===== src/rtl/hazard_ctrl_mw_if.sv =====
// Pipeline hazard bundle: ID/EX/MEM/WB register info and memory handshake in,
// stall/flush/forward controls and the sticky memory error out.
interface hazard_ctrl_mw_if #(
  parameter int REG_AW = 5
);
  logic [REG_AW-1:0] rs1_d, rs2_d, rs1_e, rs2_e, rd_e, rd_m, rd_w;
  logic              rs1_use_d, rs2_use_d;
  logic              reg_write_e, reg_write_m, reg_write_w;
  logic              is_load_e, pc_src_e, mreq_m, mem_ready;
  logic [1:0]        fwd_rs1_e, fwd_rs2_e;
  logic              stall_f, stall_d, stall_e, stall_m;
  logic              flush_d, flush_e, flush_w;
  logic              mem_err;

  modport master (
    output rs1_d, rs2_d, rs1_e, rs2_e, rd_e, rd_m, rd_w,
           rs1_use_d, rs2_use_d, reg_write_e, reg_write_m, reg_write_w,
           is_load_e, pc_src_e, mreq_m, mem_ready,
    input  fwd_rs1_e, fwd_rs2_e, stall_f, stall_d, stall_e, stall_m,
           flush_d, flush_e, flush_w, mem_err
  );

  modport slave (
    input  rs1_d, rs2_d, rs1_e, rs2_e, rd_e, rd_m, rd_w,
           rs1_use_d, rs2_use_d, reg_write_e, reg_write_m, reg_write_w,
           is_load_e, pc_src_e, mreq_m, mem_ready,
    output fwd_rs1_e, fwd_rs2_e, stall_f, stall_d, stall_e, stall_m,
           flush_d, flush_e, flush_w, mem_err
  );
endinterface


===== src/rtl/hazard_ctrl_mw.sv =====
// Hazard/forwarding controller for a 5-stage RV32I pipeline with memory-wait timeout.
// Optional macro HZD_PERF_CNT_EN adds saturating cnt_lu / cnt_mw / cnt_flush counters.
//
// state | meaning
// IDLE  | no memory wait outstanding
// WAIT  | MEM access stalled, wcnt counts consecutive wait cycles
// ERR   | wait exceeded WAIT_MAX; pipeline frozen until rst
module hazard_ctrl_mw #(
  parameter int REG_AW   = 5,
  parameter int WAIT_MAX = 255,
  parameter int CNT_W    = 32
) (
  input  logic clk,
  input  logic rst,
  hazard_ctrl_mw_if.slave hz
`ifdef HZD_PERF_CNT_EN
  ,
  output logic [CNT_W-1:0] cnt_lu,
  output logic [CNT_W-1:0] cnt_mw,
  output logic [CNT_W-1:0] cnt_flush
`endif
);

  localparam int WCNT_W = $clog2(WAIT_MAX + 1);
  localparam logic [REG_AW-1:0] X0 = '0;

  if (WAIT_MAX < 1 || WAIT_MAX > 65535 || CNT_W < 1) begin : g_bad_param
    $error("hazard_ctrl_mw: WAIT_MAX must be 1..65535 and CNT_W >= 1");
  end

  typedef enum logic [1:0] {IDLE, WAIT, ERR} state_t;

  state_t            state_q, state_d;
  logic [WCNT_W-1:0] wcnt_q, wcnt_d;
  logic              mem_err_q, mem_err_d;
  logic              lu, mw, r_err, r_mw, r_br, r_lu, freeze;

  function automatic logic [1:0] fwd_sel(input logic [REG_AW-1:0] rs,
                                         input logic [REG_AW-1:0] rd_m,
                                         input logic              we_m,
                                         input logic [REG_AW-1:0] rd_w,
                                         input logic              we_w);
    if (we_m && rd_m != X0 && rs == rd_m)      return 2'b10;
    else if (we_w && rd_w != X0 && rs == rd_w) return 2'b01;
    else                                       return 2'b00;
  endfunction

  always_comb begin
    hz.fwd_rs1_e = fwd_sel(hz.rs1_e, hz.rd_m, hz.reg_write_m, hz.rd_w, hz.reg_write_w);
    hz.fwd_rs2_e = fwd_sel(hz.rs2_e, hz.rd_m, hz.reg_write_m, hz.rd_w, hz.reg_write_w);

    lu = hz.is_load_e && hz.reg_write_e && hz.rd_e != X0 &&
         ((hz.rs1_use_d && hz.rs1_d == hz.rd_e) || (hz.rs2_use_d && hz.rs2_d == hz.rd_e));
    mw = hz.mreq_m && !hz.mem_ready;

    // Priority chain: error, memory wait, taken branch, load-use.
    r_err  = (state_q == ERR);
    r_mw   = !r_err && mw;
    r_br   = !r_err && !mw && hz.pc_src_e;
    r_lu   = !r_err && !mw && !hz.pc_src_e && lu;
    freeze = r_err || r_mw;

    hz.stall_f = freeze || r_lu;
    hz.stall_d = freeze || r_lu;
    hz.stall_e = freeze;
    hz.stall_m = freeze;
    hz.flush_d = r_br;
    hz.flush_e = r_br || r_lu;
    hz.flush_w = freeze;
    hz.mem_err = mem_err_q;

    state_d = state_q;
    wcnt_d  = wcnt_q;
    case (state_q)
      IDLE: if (mw) begin
        state_d = WAIT;
        wcnt_d  = WCNT_W'(1);
      end
      WAIT: if (!mw) begin
        state_d = IDLE;
        wcnt_d  = '0;
      end else if (wcnt_q == WCNT_W'(WAIT_MAX)) begin
        state_d = ERR;
      end else begin
        wcnt_d = wcnt_q + WCNT_W'(1);
      end
      default: state_d = ERR;
    endcase
    mem_err_d = (state_d == ERR);
  end

  always_ff @(posedge clk or posedge rst) begin
    if (rst) begin
      state_q   <= IDLE;
      wcnt_q    <= '0;
      mem_err_q <= 1'b0;
    end else begin
      state_q   <= state_d;
      wcnt_q    <= wcnt_d;
      mem_err_q <= mem_err_d;
    end
  end

`ifdef HZD_PERF_CNT_EN
  logic [CNT_W-1:0] cnt_lu_q, cnt_lu_d, cnt_mw_q, cnt_mw_d, cnt_flush_q, cnt_flush_d;

  always_comb begin
    cnt_lu_d    = cnt_lu_q;
    cnt_mw_d    = cnt_mw_q;
    cnt_flush_d = cnt_flush_q;
    if (r_lu && cnt_lu_q != '1)       cnt_lu_d    = cnt_lu_q + CNT_W'(1);
    if (r_mw && cnt_mw_q != '1)       cnt_mw_d    = cnt_mw_q + CNT_W'(1);
    if (r_br && cnt_flush_q != '1)    cnt_flush_d = cnt_flush_q + CNT_W'(1);
  end

  always_ff @(posedge clk or posedge rst) begin
    if (rst) begin
      cnt_lu_q    <= '0;
      cnt_mw_q    <= '0;
      cnt_flush_q <= '0;
    end else begin
      cnt_lu_q    <= cnt_lu_d;
      cnt_mw_q    <= cnt_mw_d;
      cnt_flush_q <= cnt_flush_d;
    end
  end

  assign cnt_lu    = cnt_lu_q;
  assign cnt_mw    = cnt_mw_q;
  assign cnt_flush = cnt_flush_q;
`endif

endmodule


===== src/flat_wrapper.sv =====
// flat-port wrapper written by rule: the top's interface ports become plain ports
module hazard_ctrl_mw_flat 
#(
  parameter int REG_AW   = 5,
  parameter int WAIT_MAX = 255,
  parameter int CNT_W    = 32
)
  (clk, rst, hz_rs1_d, hz_rs2_d, hz_rs1_e, hz_rs2_e, hz_rd_e, hz_rd_m, hz_rd_w, hz_rs1_use_d, hz_rs2_use_d, hz_reg_write_e, hz_reg_write_m, hz_reg_write_w, hz_is_load_e, hz_pc_src_e, hz_mreq_m, hz_mem_ready, hz_fwd_rs1_e, hz_fwd_rs2_e, hz_stall_f, hz_stall_d, hz_stall_e, hz_stall_m, hz_flush_d, hz_flush_e, hz_flush_w, hz_mem_err);
  hazard_ctrl_mw_if #(.REG_AW(REG_AW)) hz_i ();
  input  logic clk;
  input  logic rst;
  input wire logic [$bits(hz_i.rs1_d)-1:0] hz_rs1_d;
  input wire logic [$bits(hz_i.rs2_d)-1:0] hz_rs2_d;
  input wire logic [$bits(hz_i.rs1_e)-1:0] hz_rs1_e;
  input wire logic [$bits(hz_i.rs2_e)-1:0] hz_rs2_e;
  input wire logic [$bits(hz_i.rd_e)-1:0] hz_rd_e;
  input wire logic [$bits(hz_i.rd_m)-1:0] hz_rd_m;
  input wire logic [$bits(hz_i.rd_w)-1:0] hz_rd_w;
  input wire logic [$bits(hz_i.rs1_use_d)-1:0] hz_rs1_use_d;
  input wire logic [$bits(hz_i.rs2_use_d)-1:0] hz_rs2_use_d;
  input wire logic [$bits(hz_i.reg_write_e)-1:0] hz_reg_write_e;
  input wire logic [$bits(hz_i.reg_write_m)-1:0] hz_reg_write_m;
  input wire logic [$bits(hz_i.reg_write_w)-1:0] hz_reg_write_w;
  input wire logic [$bits(hz_i.is_load_e)-1:0] hz_is_load_e;
  input wire logic [$bits(hz_i.pc_src_e)-1:0] hz_pc_src_e;
  input wire logic [$bits(hz_i.mreq_m)-1:0] hz_mreq_m;
  input wire logic [$bits(hz_i.mem_ready)-1:0] hz_mem_ready;
  output wire logic [$bits(hz_i.fwd_rs1_e)-1:0] hz_fwd_rs1_e;
  output wire logic [$bits(hz_i.fwd_rs2_e)-1:0] hz_fwd_rs2_e;
  output wire logic [$bits(hz_i.stall_f)-1:0] hz_stall_f;
  output wire logic [$bits(hz_i.stall_d)-1:0] hz_stall_d;
  output wire logic [$bits(hz_i.stall_e)-1:0] hz_stall_e;
  output wire logic [$bits(hz_i.stall_m)-1:0] hz_stall_m;
  output wire logic [$bits(hz_i.flush_d)-1:0] hz_flush_d;
  output wire logic [$bits(hz_i.flush_e)-1:0] hz_flush_e;
  output wire logic [$bits(hz_i.flush_w)-1:0] hz_flush_w;
  output wire logic [$bits(hz_i.mem_err)-1:0] hz_mem_err;
  assign hz_i.rs1_d = hz_rs1_d;
  assign hz_i.rs2_d = hz_rs2_d;
  assign hz_i.rs1_e = hz_rs1_e;
  assign hz_i.rs2_e = hz_rs2_e;
  assign hz_i.rd_e = hz_rd_e;
  assign hz_i.rd_m = hz_rd_m;
  assign hz_i.rd_w = hz_rd_w;
  assign hz_i.rs1_use_d = hz_rs1_use_d;
  assign hz_i.rs2_use_d = hz_rs2_use_d;
  assign hz_i.reg_write_e = hz_reg_write_e;
  assign hz_i.reg_write_m = hz_reg_write_m;
  assign hz_i.reg_write_w = hz_reg_write_w;
  assign hz_i.is_load_e = hz_is_load_e;
  assign hz_i.pc_src_e = hz_pc_src_e;
  assign hz_i.mreq_m = hz_mreq_m;
  assign hz_i.mem_ready = hz_mem_ready;
  assign hz_fwd_rs1_e = hz_i.fwd_rs1_e;
  assign hz_fwd_rs2_e = hz_i.fwd_rs2_e;
  assign hz_stall_f = hz_i.stall_f;
  assign hz_stall_d = hz_i.stall_d;
  assign hz_stall_e = hz_i.stall_e;
  assign hz_stall_m = hz_i.stall_m;
  assign hz_flush_d = hz_i.flush_d;
  assign hz_flush_e = hz_i.flush_e;
  assign hz_flush_w = hz_i.flush_w;
  assign hz_mem_err = hz_i.mem_err;
  hazard_ctrl_mw #(.REG_AW(REG_AW), .WAIT_MAX(WAIT_MAX), .CNT_W(CNT_W)) u_core (.clk(clk), .rst(rst), .hz(hz_i));
endmodule

===== config.mk =====
export PLATFORM = sky130hd
export DESIGN_NAME = hazard_ctrl_mw_flat
export DESIGN_NICKNAME = d
export VERILOG_FILES = /design/src/rtl/hazard_ctrl_mw_if.sv /design/src/rtl/hazard_ctrl_mw.sv /design/src/flat_wrapper.sv
export SDC_FILE = /design/constraint.sdc
export NUM_CORES = 1
export LEC_CHECK = 0
export BUFFER_PORTS_ARGS = -buffer_cell sky130_fd_sc_hd__buf_4
export CORE_MARGIN = 3
export CORE_UTILIZATION = 40
export CTS_CLUSTER_SIZE = 14
export DETAILED_ROUTE_END_ITERATION = 8
export PLACE_DENSITY_LB_ADDON = 0.05
export SYNTH_ARGS = -nofsm -noshare
export SYNTH_HDL_FRONTEND = slang
export SYNTH_SLANG_ARGS = --single-unit
export TNS_END_PERCENT = 5

===== constraint.sdc =====
create_clock -name clk -period 1.8 [get_ports clk]
set_input_delay 0.09 -clock clk [delete_from_list [all_inputs] [get_ports clk]]
set_output_delay 0.09 -clock clk [all_outputs]
set_load 0.03 [all_outputs]

==> reports/results.md <==
| Parameter | Reported |
|:---|:---|
| Run status | finished, final reports clean |
| Buf/Inv on CP | 0 |
| Mean cell area of the mapped netlist | 8.55 um2 |
| Setup TNS after final layout | 0 ns |
| Longest Clk Path Bufs | 2 |
| Routability congestion estimate from global placement | 0.853 |
| Initial standard-cell utilization of the core | 0.433 |
| Detailed Routing Iterations Pass 1 | 4 |
| Pins over their slew limit | 0 |
| Min Tclk post-route | 1.70 ns |
| Worst-path cell with the longest stage delay | or3_1 |
| Global-route wire length before repair | 5.02 mm |
| Transition time of the tightest slew-check pin | 0.525 ns |
| Grt peak-use layer | met2 |
| Total setup buffers inserted after CTS | 0 |
| Max-slew headroom | 0.648 |
| Top Ports | 58 |
| Relative contribution of the clock network to total power | 0.283 |
| Vias | 1186 |
| Non-Filler Instances | 216 |
| Average wire per cell in the routed design | 13.9 um |
| Hold crit path type | input pin to flip-flop |
| Largest clock skew in the final design | 0.00286 ns |
| Maximum VDD drop | 322 uV |
| Clk sinks | 11 |
| Post-synth cell types | 46 |
| Family of cells with the greatest summed delay on the critical path | simple AND/OR/NAND/NOR gates |
| Number of cell rows | 18 |
| Num CTS Buffers | 3 |
| Syn nets | 176 |
| Met1 Resource Use GR | 0.223 |
| Count of placed standard cells including taps | 211 |
| Met2 usage in global routing | 0.325 |
| Final hold vios | 0 |
| Switching part of the total | 0.273 |
| Critical Path End Type | flip-flop |
| Delay of the slowest cell on the worst path | 0.41 ns |
| Total power density per cell area | 386 nW/um2 |
| Share of cells above drive strength 1 | 0.387 |
| Die Span Y | 58.5 um |
| Multi-input gate area | 769 um2 |
| Antenna diodes | 0 |
| FF/Latch Area | 277 um2 |
| Clock slew at reported path FFs | 0.07 ns |
| Switch Pwr | 167 uW |
| Largest net degree at the start of global routing | 12 |
| Met3 routing resource usage after global routing | 0.0219 |
| PortBufs | 57 |
| Post-synthesis instance area | 1100 um2 |
| Remaining antenna violation count | 0 |
| Yosys warns | 0 |
| Filler cell count in the final layout | 218 |
| Vias in the first global route | 1192 |
| Tot GR Track Use | 0.182 |
| Cell-by-cell listing of the critical path | ha_1 > nand3_2 > or3_1 > and2_4 > a221o_1 |
| Worst EP arrival | 1.86 ns |
| Part of the power in registers | 0.411 |
| Initial antenna violation count | 0 |
| Die span in x | 58.5 um |
| Max-cap viol count | 0 |
| Critical path data required time | 1.96 ns |
| Number of standard cells after synthesis | 129 |
| Drt initial violations | 34 |
| Total half-perimeter wirelength after legalization and detailed placement | 2.53 mm |
| Worst-Skew Late Latency | 0.27 ns |
| Launching element type of the critical path | flip-flop |
| Total of endpoints with negative setup slack in the final report | 0 |
| Sequential cell area fraction in the yosys report | 0.250 |
| Largest fanout on the critical path | 6 |
| Cell internal power dissipation | 443 uW |
| Part of the total power dissipated in combinational logic | 0.306 |
| Type of the setup path with the least slack | flip-flop to flip-flop |
| Nets | 234 |
| Post-detailed-route DRC marker count | 0 |
| Clk root buf | clkbuf_4 |
| Full die area | 3420 um2 |
| Clock tree from TritonCTS | done |
| Total number of H-tree levels | 1 |
| Unrepaired setup endpoints after global routing | no |
| Static leakage power | 0.707 nW |
| Overflow after GRT | 0 |
| Register-to-register path setup slack | 0.10 ns |
| Fmax | 0.588 GHz |
| Total length of routed wires | 3.00 mm |
| Area of the placeable core | 2540 um2 |
| Area growth from synthesis to final layout | 43.1% |
| Period utilization | 0.944 |
| Via density per instance | 5.49 |
| Seq cells post-synth | 11 |
stage by stage:
step	area, um2	utilization	total power, mW	setup WS, ns	hold slack [ns]
2_1_floorplan	1120	-	0.326	-0.0150	-0.0576
3_3_place_gp	1540	0.605	0.435	0.157	0.115
3_5_place_dp	1540	0.605	0.441	0.134	0.118
4_1_cts	1580	0.620	0.615	0.101	0.150
5_1_grt	1580	0.620	0.639	0.0307	0.200
6_report	1580	0.620	0.609	0.100	0.154
worst min-delay path, delay by kind of cell:
kind,cells,cell delay [ns]
compound gates,2,0.16
buf+inv,1,0.09
simple gates,1,0.05
final timing paths:
kind                                         startpoint                           end  cells after the start
min                                        hz_mem_ready  u_core.wcnt_q[0]$_DFFE_PP0P_                      4
min in group asynchronous                           rst   u_core.hz.mem_err$_DFF_PP0_                      3
max reg2reg                u_core.wcnt_q[1]$_DFFE_PP0P_  u_core.wcnt_q[3]$_DFFE_PP0P_                      5
min reg2reg                u_core.wcnt_q[7]$_DFFE_PP0P_  u_core.wcnt_q[7]$_DFFE_PP0P_                      2
max                        u_core.wcnt_q[1]$_DFFE_PP0P_  u_core.wcnt_q[3]$_DFFE_PP0P_                      5
max in group asynchronous                           rst   u_core.state_q[1]$_DFF_PP0_                      3
logic make-up after synthesis:
group                    synth area share
AO/OA/AOI/OAI                       0.184
AND/OR/NAND/NOR                     0.249
adder cells (fa/ha/maj)            0.0113
buffers and inverters              0.0681
flip-flops                          0.250
XOR/XNOR                            0.238
layout make-up:
type                            instances  share of cell area
Inverter                                4             0.00952
Timing Repair Buffer                   60               0.287
Clock buffer                            4              0.0167
Tap cell                               30              0.0238
Multi-Input combinational cell        107               0.488
Sequential cell                        11               0.175
metal layers:
metal | wire length (um) | part of all wire | up-vias
met2 | 1480 | 0.49 | 44
met4 | 28 | 0.0093 | 0
li1 | - | - | 592
met1 | 1300 | 0.44 | 546
met5 | 0 | 0 | -
met3 | 187 | 0.062 | 4
placed cells by master (no fill, tap or decap), types with 2 or more instances in the layout:
| master | n |
|---|---|
| o21ai_0 | 3 |
| o21ai_1 | 3 |
| dfrtp_1 | 10 |
| nand2_1 | 10 |
| inv_1 | 4 |
| a221o_1 | 2 |
| o21bai_1 | 2 |
| a21oi_1 | 5 |
| o211ai_1 | 2 |
| nor2_1 | 2 |
| nand3_1 | 3 |
| xor2_1 | 22 |
| xnor2_1 | 8 |
| buf_4 | 59 |
| nor3_1 | 4 |
| nor4_1 | 7 |
| nor4_2 | 2 |
| clkbuf_4 | 3 |
| or4_1 | 5 |
sequential cells by signal, summed over array words and instances (netlist names):
register	cells
u_core.hz.mem_err	1
u_core.state_q	2
u_core.wcnt_q	8
cells in the mapped netlist (all sizes together):
cell type,instances,area (um2)
o21ai,6,30.0
nor3,4,20.0
o21bai,2,15.0
and3b,1,8.76
nor2b,1,6.26
nand4,1,6.26
a221o,2,20.0
a31oi,1,6.26
o2111ai,1,8.76
clkbuf,1,3.75
a41o,1,10.0
or3,1,6.26
o31ai,1,7.51
and3,2,13.8
nor3b,1,7.51
nor2,2,7.51
a21bo,1,10.0
nand3,4,25.0
o21a,1,7.51
a21oi,5,25.0
dfrtp,11,275
inv,4,15.0
or2,1,6.26
nor4,9,56.3
a21boi,1,7.51
nand2b,1,6.26
nand2,10,37.5
or4,5,37.5
a21o,1,7.51
xnor2,8,70.1
nand3b,1,7.51
a32oi,1,8.76
buf,6,56.3
o2bb2ai,1,8.76
and2,3,21.3
o211ai,2,15.0
xor2,22,193
a31o,1,8.76
o22ai,1,6.26
ha,1,12.5
power groups by stage:
stage                     Sequential [mW]  Clock, mW  Combinational, mW
final                               0.250      0.173              0.187
after global routing                0.250      0.184              0.205
after CTS                           0.250      0.177              0.188
after detailed placement            0.255          0              0.186
after global placement              0.255          0              0.181
after floorplan                     0.254          0             0.0719
what timing repair did:
| item | 4_1_cts | 5_1_grt |
|---|---|---|
| endpoints found under the hold margin | 11 | 0 |
| setup endpoints to repair | 1 | 0 |
| gates resized for setup | 1 | 0 |
| hold buffers | 1 | 0 |
No activity file was read; power rests on OpenSTA's default activity.
